[config.mk]
export PLATFORM = sky130hd
export DESIGN_NAME = dpram_be
export DESIGN_NICKNAME = d
export VERILOG_FILES = /design/src/rtl/dpram_be.sv
export SDC_FILE = /design/constraint.sdc
export NUM_CORES = 2
export LEC_CHECK = 0
export CAP_MARGIN = 15
export CELL_PAD_IN_SITES_DETAIL_PLACEMENT = 1
export CELL_PAD_IN_SITES_GLOBAL_PLACEMENT = 1
export CORE_ASPECT_RATIO = 1.2
export CORE_MARGIN = 2
export CORE_UTILIZATION = 30
export DETAILED_ROUTE_END_ITERATION = 8
export HOLD_SLACK_MARGIN = 0.12
export PLACE_DENSITY = 0.55
export SLEW_MARGIN = 20
export SYNTH_ARGS = -nofsm -noshare
export SYNTH_HDL_FRONTEND = slang
export SYNTH_SLANG_ARGS = --single-unit
[constraint.sdc]
create_clock -name clk -period 6.55 [get_ports clk]
set_clock_uncertainty 0.1 [all_clocks]
set_input_delay 0.655 -clock clk [delete_from_list [all_inputs] [get_ports clk]]
set_output_delay 0.655 -clock clk [all_outputs]
set_load 0.005 [all_outputs]
[src/rtl/dpram_be.sv]
// True dual-port byte-enable word RAM: port A serves instruction fetch, port B load/store.
// Optional post-reset clear, extra output register and write-first read-during-write.
module dpram_be #(
    parameter int unsigned DATA_WIDTH     = 32,
    parameter int unsigned ADDR_WIDTH     = 32,
    parameter int unsigned DEPTH          = 32,
    parameter bit          OUT_REG        = 1'b0,
    parameter bit          WRITE_FIRST    = 1'b0,
    parameter bit          CLEAR_ON_RESET = 1'b0,
    parameter string       INIT_FILE      = ""
) (
    input  logic                      clk,
    input  logic                      rst_n,
    input  logic                      a_req,
    input  logic                      a_we,
    input  logic [DATA_WIDTH/8-1:0]   a_be,
    input  logic [ADDR_WIDTH-1:0]     a_addr,
    input  logic [DATA_WIDTH-1:0]     a_wdata,
    output logic                      a_ready,
    output logic                      a_rvalid,
    output logic [DATA_WIDTH-1:0]     a_rdata,
    output logic                      a_err,
    input  logic                      b_req,
    input  logic                      b_we,
    input  logic [DATA_WIDTH/8-1:0]   b_be,
    input  logic [ADDR_WIDTH-1:0]     b_addr,
    input  logic [DATA_WIDTH-1:0]     b_wdata,
    output logic                      b_ready,
    output logic                      b_rvalid,
    output logic [DATA_WIDTH-1:0]     b_rdata,
    output logic                      b_err,
    output logic                      init_done
);
    localparam int unsigned NB  = DATA_WIDTH / 8;
    localparam int unsigned OFF = $clog2(NB);
    localparam int unsigned IW  = $clog2(DEPTH);
    localparam logic [ADDR_WIDTH-1:0] ALIGN_MASK = ADDR_WIDTH'((64'd1 << OFF) - 64'd1);

    typedef enum logic {S_INIT, S_RUN} state_e;

    state_e          state_q, state_d;
    logic [IW-1:0]   clr_cnt_q, clr_cnt_d;
    logic            run_q, run_d;
    logic            clr_we;

    logic [DATA_WIDTH-1:0] mem [DEPTH];

    // Per-port views, index 0 = A, index 1 = B
    logic                  req_w   [2];
    logic                  we_w    [2];
    logic [NB-1:0]         be_w    [2];
    logic [ADDR_WIDTH-1:0] addr_w  [2];
    logic [DATA_WIDTH-1:0] wdata_w [2];

    logic [1:0]            acc, bad, wr;
    logic [ADDR_WIDTH-1:0] widx    [2];
    logic [IW-1:0]         idx     [2];
    logic [DATA_WIDTH-1:0] old     [2];
    logic [DATA_WIDTH-1:0] merged  [2];
    logic [DATA_WIDTH-1:0] resp    [2];

    logic [1:0]            v1_q, e1_q;
    logic [DATA_WIDTH-1:0] d1_q    [2];
    logic [1:0]            rvalid_o, err_o;
    logic [DATA_WIDTH-1:0] rdata_o [2];

    assign req_w[0]   = a_req;    assign req_w[1]   = b_req;
    assign we_w[0]    = a_we;     assign we_w[1]    = b_we;
    assign be_w[0]    = a_be;     assign be_w[1]    = b_be;
    assign addr_w[0]  = a_addr;   assign addr_w[1]  = b_addr;
    assign wdata_w[0] = a_wdata;  assign wdata_w[1] = b_wdata;

    // Init/run sequencer: optional one-word-per-cycle clear before the ports open
    always_comb begin
        state_d   = state_q;
        clr_cnt_d = clr_cnt_q;
        clr_we    = 1'b0;
        case (state_q)
            S_INIT: begin
                if (CLEAR_ON_RESET) begin
                    clr_we    = 1'b1;
                    clr_cnt_d = clr_cnt_q + IW'(1);
                    if (clr_cnt_q == IW'(DEPTH - 1)) begin
                        state_d   = S_RUN;
                        clr_cnt_d = '0;
                    end
                end else begin
                    state_d = S_RUN;
                end
            end
            S_RUN:   state_d = S_RUN;
            default: state_d = S_INIT;
        endcase
        run_d = (state_d == S_RUN);
    end

    always_ff @(posedge clk or negedge rst_n) begin
        if (!rst_n) begin
            state_q   <= S_INIT;
            clr_cnt_q <= '0;
            run_q     <= 1'b0;
        end else begin
            state_q   <= state_d;
            clr_cnt_q <= clr_cnt_d;
            run_q     <= run_d;
        end
    end

    // Address decode, error detection and response word selection
    always_comb begin
        for (int p = 0; p < 2; p++) begin
            acc[p]  = req_w[p] & run_q;
            widx[p] = addr_w[p] >> OFF;
            bad[p]  = (|(addr_w[p] & ALIGN_MASK)) | (64'(widx[p]) >= 64'(DEPTH));
            idx[p]  = IW'(widx[p]);
            old[p]  = mem[idx[p]];
            wr[p]   = acc[p] & we_w[p] & ~bad[p];
            merged[p] = old[p];
            for (int b = 0; b < NB; b++) begin
                if (be_w[p][b]) merged[p][8*b +: 8] = wdata_w[p][8*b +: 8];
            end
            if (bad[p])                      resp[p] = '0;
            else if (we_w[p] && WRITE_FIRST) resp[p] = merged[p];
            else                             resp[p] = old[p];
        end
    end

    // Port B is applied last so it owns bytes both ports enable on a shared word
    always_ff @(posedge clk) begin
        if (clr_we) mem[clr_cnt_q] <= '0;
        for (int p = 0; p < 2; p++) begin
            if (wr[p]) begin
                for (int b = 0; b < NB; b++) begin
                    if (be_w[p][b]) mem[idx[p]][8*b +: 8] <= wdata_w[p][8*b +: 8];
                end
            end
        end
    end

    always_ff @(posedge clk or negedge rst_n) begin
        if (!rst_n) begin
            v1_q    <= '0;
            e1_q    <= '0;
            d1_q[0] <= '0;
            d1_q[1] <= '0;
        end else begin
            v1_q <= acc;
            e1_q <= acc & bad;
            for (int p = 0; p < 2; p++) begin
                d1_q[p] <= acc[p] ? resp[p] : '0;
            end
        end
    end

    if (OUT_REG) begin : g_out_reg
        logic [1:0]            v2_q, e2_q;
        logic [DATA_WIDTH-1:0] d2_q [2];

        always_ff @(posedge clk or negedge rst_n) begin
            if (!rst_n) begin
                v2_q    <= '0;
                e2_q    <= '0;
                d2_q[0] <= '0;
                d2_q[1] <= '0;
            end else begin
                v2_q    <= v1_q;
                e2_q    <= e1_q;
                d2_q[0] <= d1_q[0];
                d2_q[1] <= d1_q[1];
            end
        end

        assign rvalid_o   = v2_q;
        assign err_o      = e2_q;
        assign rdata_o[0] = d2_q[0];
        assign rdata_o[1] = d2_q[1];
    end else begin : g_out_direct
        assign rvalid_o   = v1_q;
        assign err_o      = e1_q;
        assign rdata_o[0] = d1_q[0];
        assign rdata_o[1] = d1_q[1];
    end

    assign a_ready   = run_q;
    assign b_ready   = run_q;
    assign init_done = run_q;
    assign a_rvalid  = rvalid_o[0];
    assign b_rvalid  = rvalid_o[1];
    assign a_err     = err_o[0];
    assign b_err     = err_o[1];
    assign a_rdata   = rdata_o[0];
    assign b_rdata   = rdata_o[1];

endmodule
==> flow_metrics.tcl <==
set metrics [dict create \
    cts.path.max_buffers 3 \
    worst_ep_required_time_ns 6.99 \
    min_period_over_period_pct 62.1 \
    nFillCells 21800 \
    maxCapViolCount 0 \
    routed_wl_um 295000 \
    yosysMostFrequentCell "edfxtp_1" \
    synth_top_area_cell "edfxtp_1" \
    ys_top_cells_by_area "edfxtp_1, mux2_2, mux4_2" \
    crit_slowest_cell "nand4_1" \
    yosys_warnings 0 \
    clock_latency_ns 0.83 \
    cp_data_arrival_time_ns 4.50 \
    p_sw_share_pct 25.9 \
    crit_chain "clkdlybuf4s50_1 -> or4_1 -> nor4_4 -> nand4_1 -> buf_4 -> buf_4 -> o21ai_0 -> buf_4" \
    ys.flop_type "edfxtp_1" \
    yosysUniqueCellTypes 61 \
    drc 0 \
    critical_path.most_common_cell "buf_4" \
    yosys.area.top_type_share_pct 47.6 \
    via_count 44200 \
    synth_seq_cells 1093 \
    cts-resized-gates 0 \
    p_comb_share_pct 10.4 \
    drtIter0Drc 5096 \
    setup_viol 0 \
    antenna_found_initial 31 \
    syn_area_um2 64600 \
    first_pass_iters 5 \
    cts-root-buf "clkbuf_16" \
    cp-end-kind "flip-flop" \
    status "finished clean" \
    synth_commonest_cells "edfxtp_1, mux2_2, mux4_2, clkbuf_1, mux2i_1" \
    tns_ns 0 \
    ys_async_sr_fraction_pct 6.31 \
    grt_max_degree 89 \
    finalInstanceArea_um2 75100 \
    synthCells 4162 \
    wl_met1_um 113000 \
    start_kind "input port" \
    syn_area_per_cell_um2 15.5 \
    clock.fmax_ghz 0.246 \
    cts_buffers 134 \
    maxSlewHeadroom_pct 11.4 \
    grt_usage_pct 26.5 \
    p_per_area_nw_per_um2 229 \
    final_util_pct 35.1 \
    postPlaceCellArea_um2 70600 \
    num_io_pins 213 \
    synth_seq_area_share_pct 50.2 \
    wl_met2_um 140000 \
    worstSetupPathType "input port to flip-flop" \
    path_clk_slew_ns 0.06 \
    nNetsFinal 4477 \
    cp_max_fo 14 \
    multi_input_area_um2 30300 \
    critPathMaxStageDelay_ns 0.69 \
    grt_first_pass_wirelength_um 398000 \
    start_util_pct 30.2 \
    worstMarginPinSlew_ns 1.33 \
    grt_pass1_vias 45500 \
    pwr-share-seq_pct 44.4 \
    min_path_type "input port to flip-flop" \
    dieArea_um2 219000 \
    coreArea_um2 214000 \
    rsz0062_at_grt "no" \
    grt_overflow 0 \
    wl_per_cell_um 40.5 \
    layout-drive-gt1-share_pct 47.9 \
    hpwlAfterDp_um 198000 \
    power_leakage_nw 25.4 \
    rows 186 \
    postCtsHoldBufs 1 \
    p_int_mw 12.8 \
    finalCriticalPeriod_ns 4.07 \
    p_clk_share_pct 45.3 \
    fp.dieW_um 428 \
    io_buffers 212 \
    hold_violations 0 \
    wl_met3_um 21100 \
    postRouteAntennaNets 0 \
    cts.sinks 1093 \
    top_layer "met5" \
    via_per_inst 6.06 \
    area_delta_synth_final_pct 16.2 \
    p_switching_mw 4.45 \
    syn_nets 4304 \
    post-cts-setup-buffers 0 \
    cts_tree "done" \
    gp_congestion 0.912 \
    slew_viol_final 0 \
    peakVddDrop_mv 0.266 \
    htreeDepth 4 \
    fp.dieH_um 512 \
    synth_edf_count 1024 \
    regArea_um2 32500 \
]
logic make-up (layout without fill, tap and decap cells):
kind of cell           count (synthesis)  in the layout  share of synthesized area (%)
AOI/OAI and AO/OA                    501            501                           5.45
buffers and inverters                471            752                           3.20
DFF                                 1093           1093                           50.2
muxes                               1669           1669                           35.5
other                                  1             24                        0.00580
and+or+nand+nor                      427            427                           5.60
power by group through the flow:
stage	clock, mW	combinational [mW]	sequential [mW]
final	7.79	1.79	7.63
after global routing	8.09	1.83	7.63
after CTS	7.88	1.76	7.63
after detailed placement	0	1.76	7.78
after global placement	0	1.74	7.78
after floorplan	0	1.00	7.78
critical path, delay by kind of cell:
kind	cells	cell delay (ns)
AO/OA/AOI/OAI	1	0.61
buffers and inverters	4	1.34
AND/OR/NAND/NOR	3	1.87
cell usage in the layout (no fill, tap or decap), drive strengths merged, types with 6 or more instances in the layout:
cell type,n
a2111oi,66
a211oi,34
a22oi,88
a31oi,6
and2,17
buf,340
bufinv,14
clkbuf,165
clkdlybuf4s50,159
clkinv,56
dfrtp,69
diode,23
edfxtp,1024
inv,10
mux2,1037
mux2i,237
mux4,395
nand2,62
nand2b,25
nand3,8
nand4,152
nor2,53
nor2b,40
nor4,18
o211ai,34
o21ai,153
o221ai,25
o22a,45
o22ai,25
or2,11
through the flow:
stage          hold WS, ns  setup slack (ns)  power, mW  std cells
2_1_floorplan        0.259              3.35       8.78       4162
3_3_place_gp         0.553              1.73       9.52       7015
3_5_place_dp         0.551              1.64       9.54       7017
4_1_cts              0.282              2.55       17.3       7262
5_1_grt              0.310              2.40       17.6       7277
6_report             0.324              2.48       17.2       7286
area by class of cell:
type	count	share of cell area (%)
Antenna cell	23	0.0766
Clock buffer	165	4.75
Multi-Input combinational cell	2598	40.4
Sequential cell	1093	43.2
Inverter	6	0.0300
Tap cell	2820	4.70
Clock inverter	79	1.18
Timing Repair Buffer	502	5.62
flip-flops by register name, summed over array words and instances, names as in the netlist:
register / cells
b_rdata: 32
mem: 1024
a_ready: 1
rvalid_o: 2
a_rdata: 32
e1_q: 2
routing by layer:
metal | GRT usage, % | vias up
li1 | - | 17500
met1 | 32.9 | 23800
met2 | 42.8 | 2218
met3 | 4.48 | 617
met4 | 16.6 | 4
met5 | 0 | -
final timing paths:
| path | slack [ns] | to | startpoint | depth (start not counted) |
|---|---|---|---|---|
| min reg2reg | 0.53 | rvalid_o[0]$_DFF_PN0_ | a_ready$_DFF_PN0_ | 2 |
| max | 2.48 | mem[25][17]$_DFFE_PP_ | a_addr[25] | 8 |
| min in group asynchronous | 0.33 | rvalid_o[0]$_DFF_PN0_ | rst_n | 2 |
| max reg2reg | 2.55 | mem[25][17]$_DFFE_PP_ | a_ready$_DFF_PN0_ | 7 |
| max in group asynchronous | 4.71 | b_rdata[27]$_DFF_PN0_ | rst_n | 3 |
| min | 0.32 | rvalid_o[0]$_DFF_PN0_ | a_req | 3 |
Power figures use the tool's default switching activity.
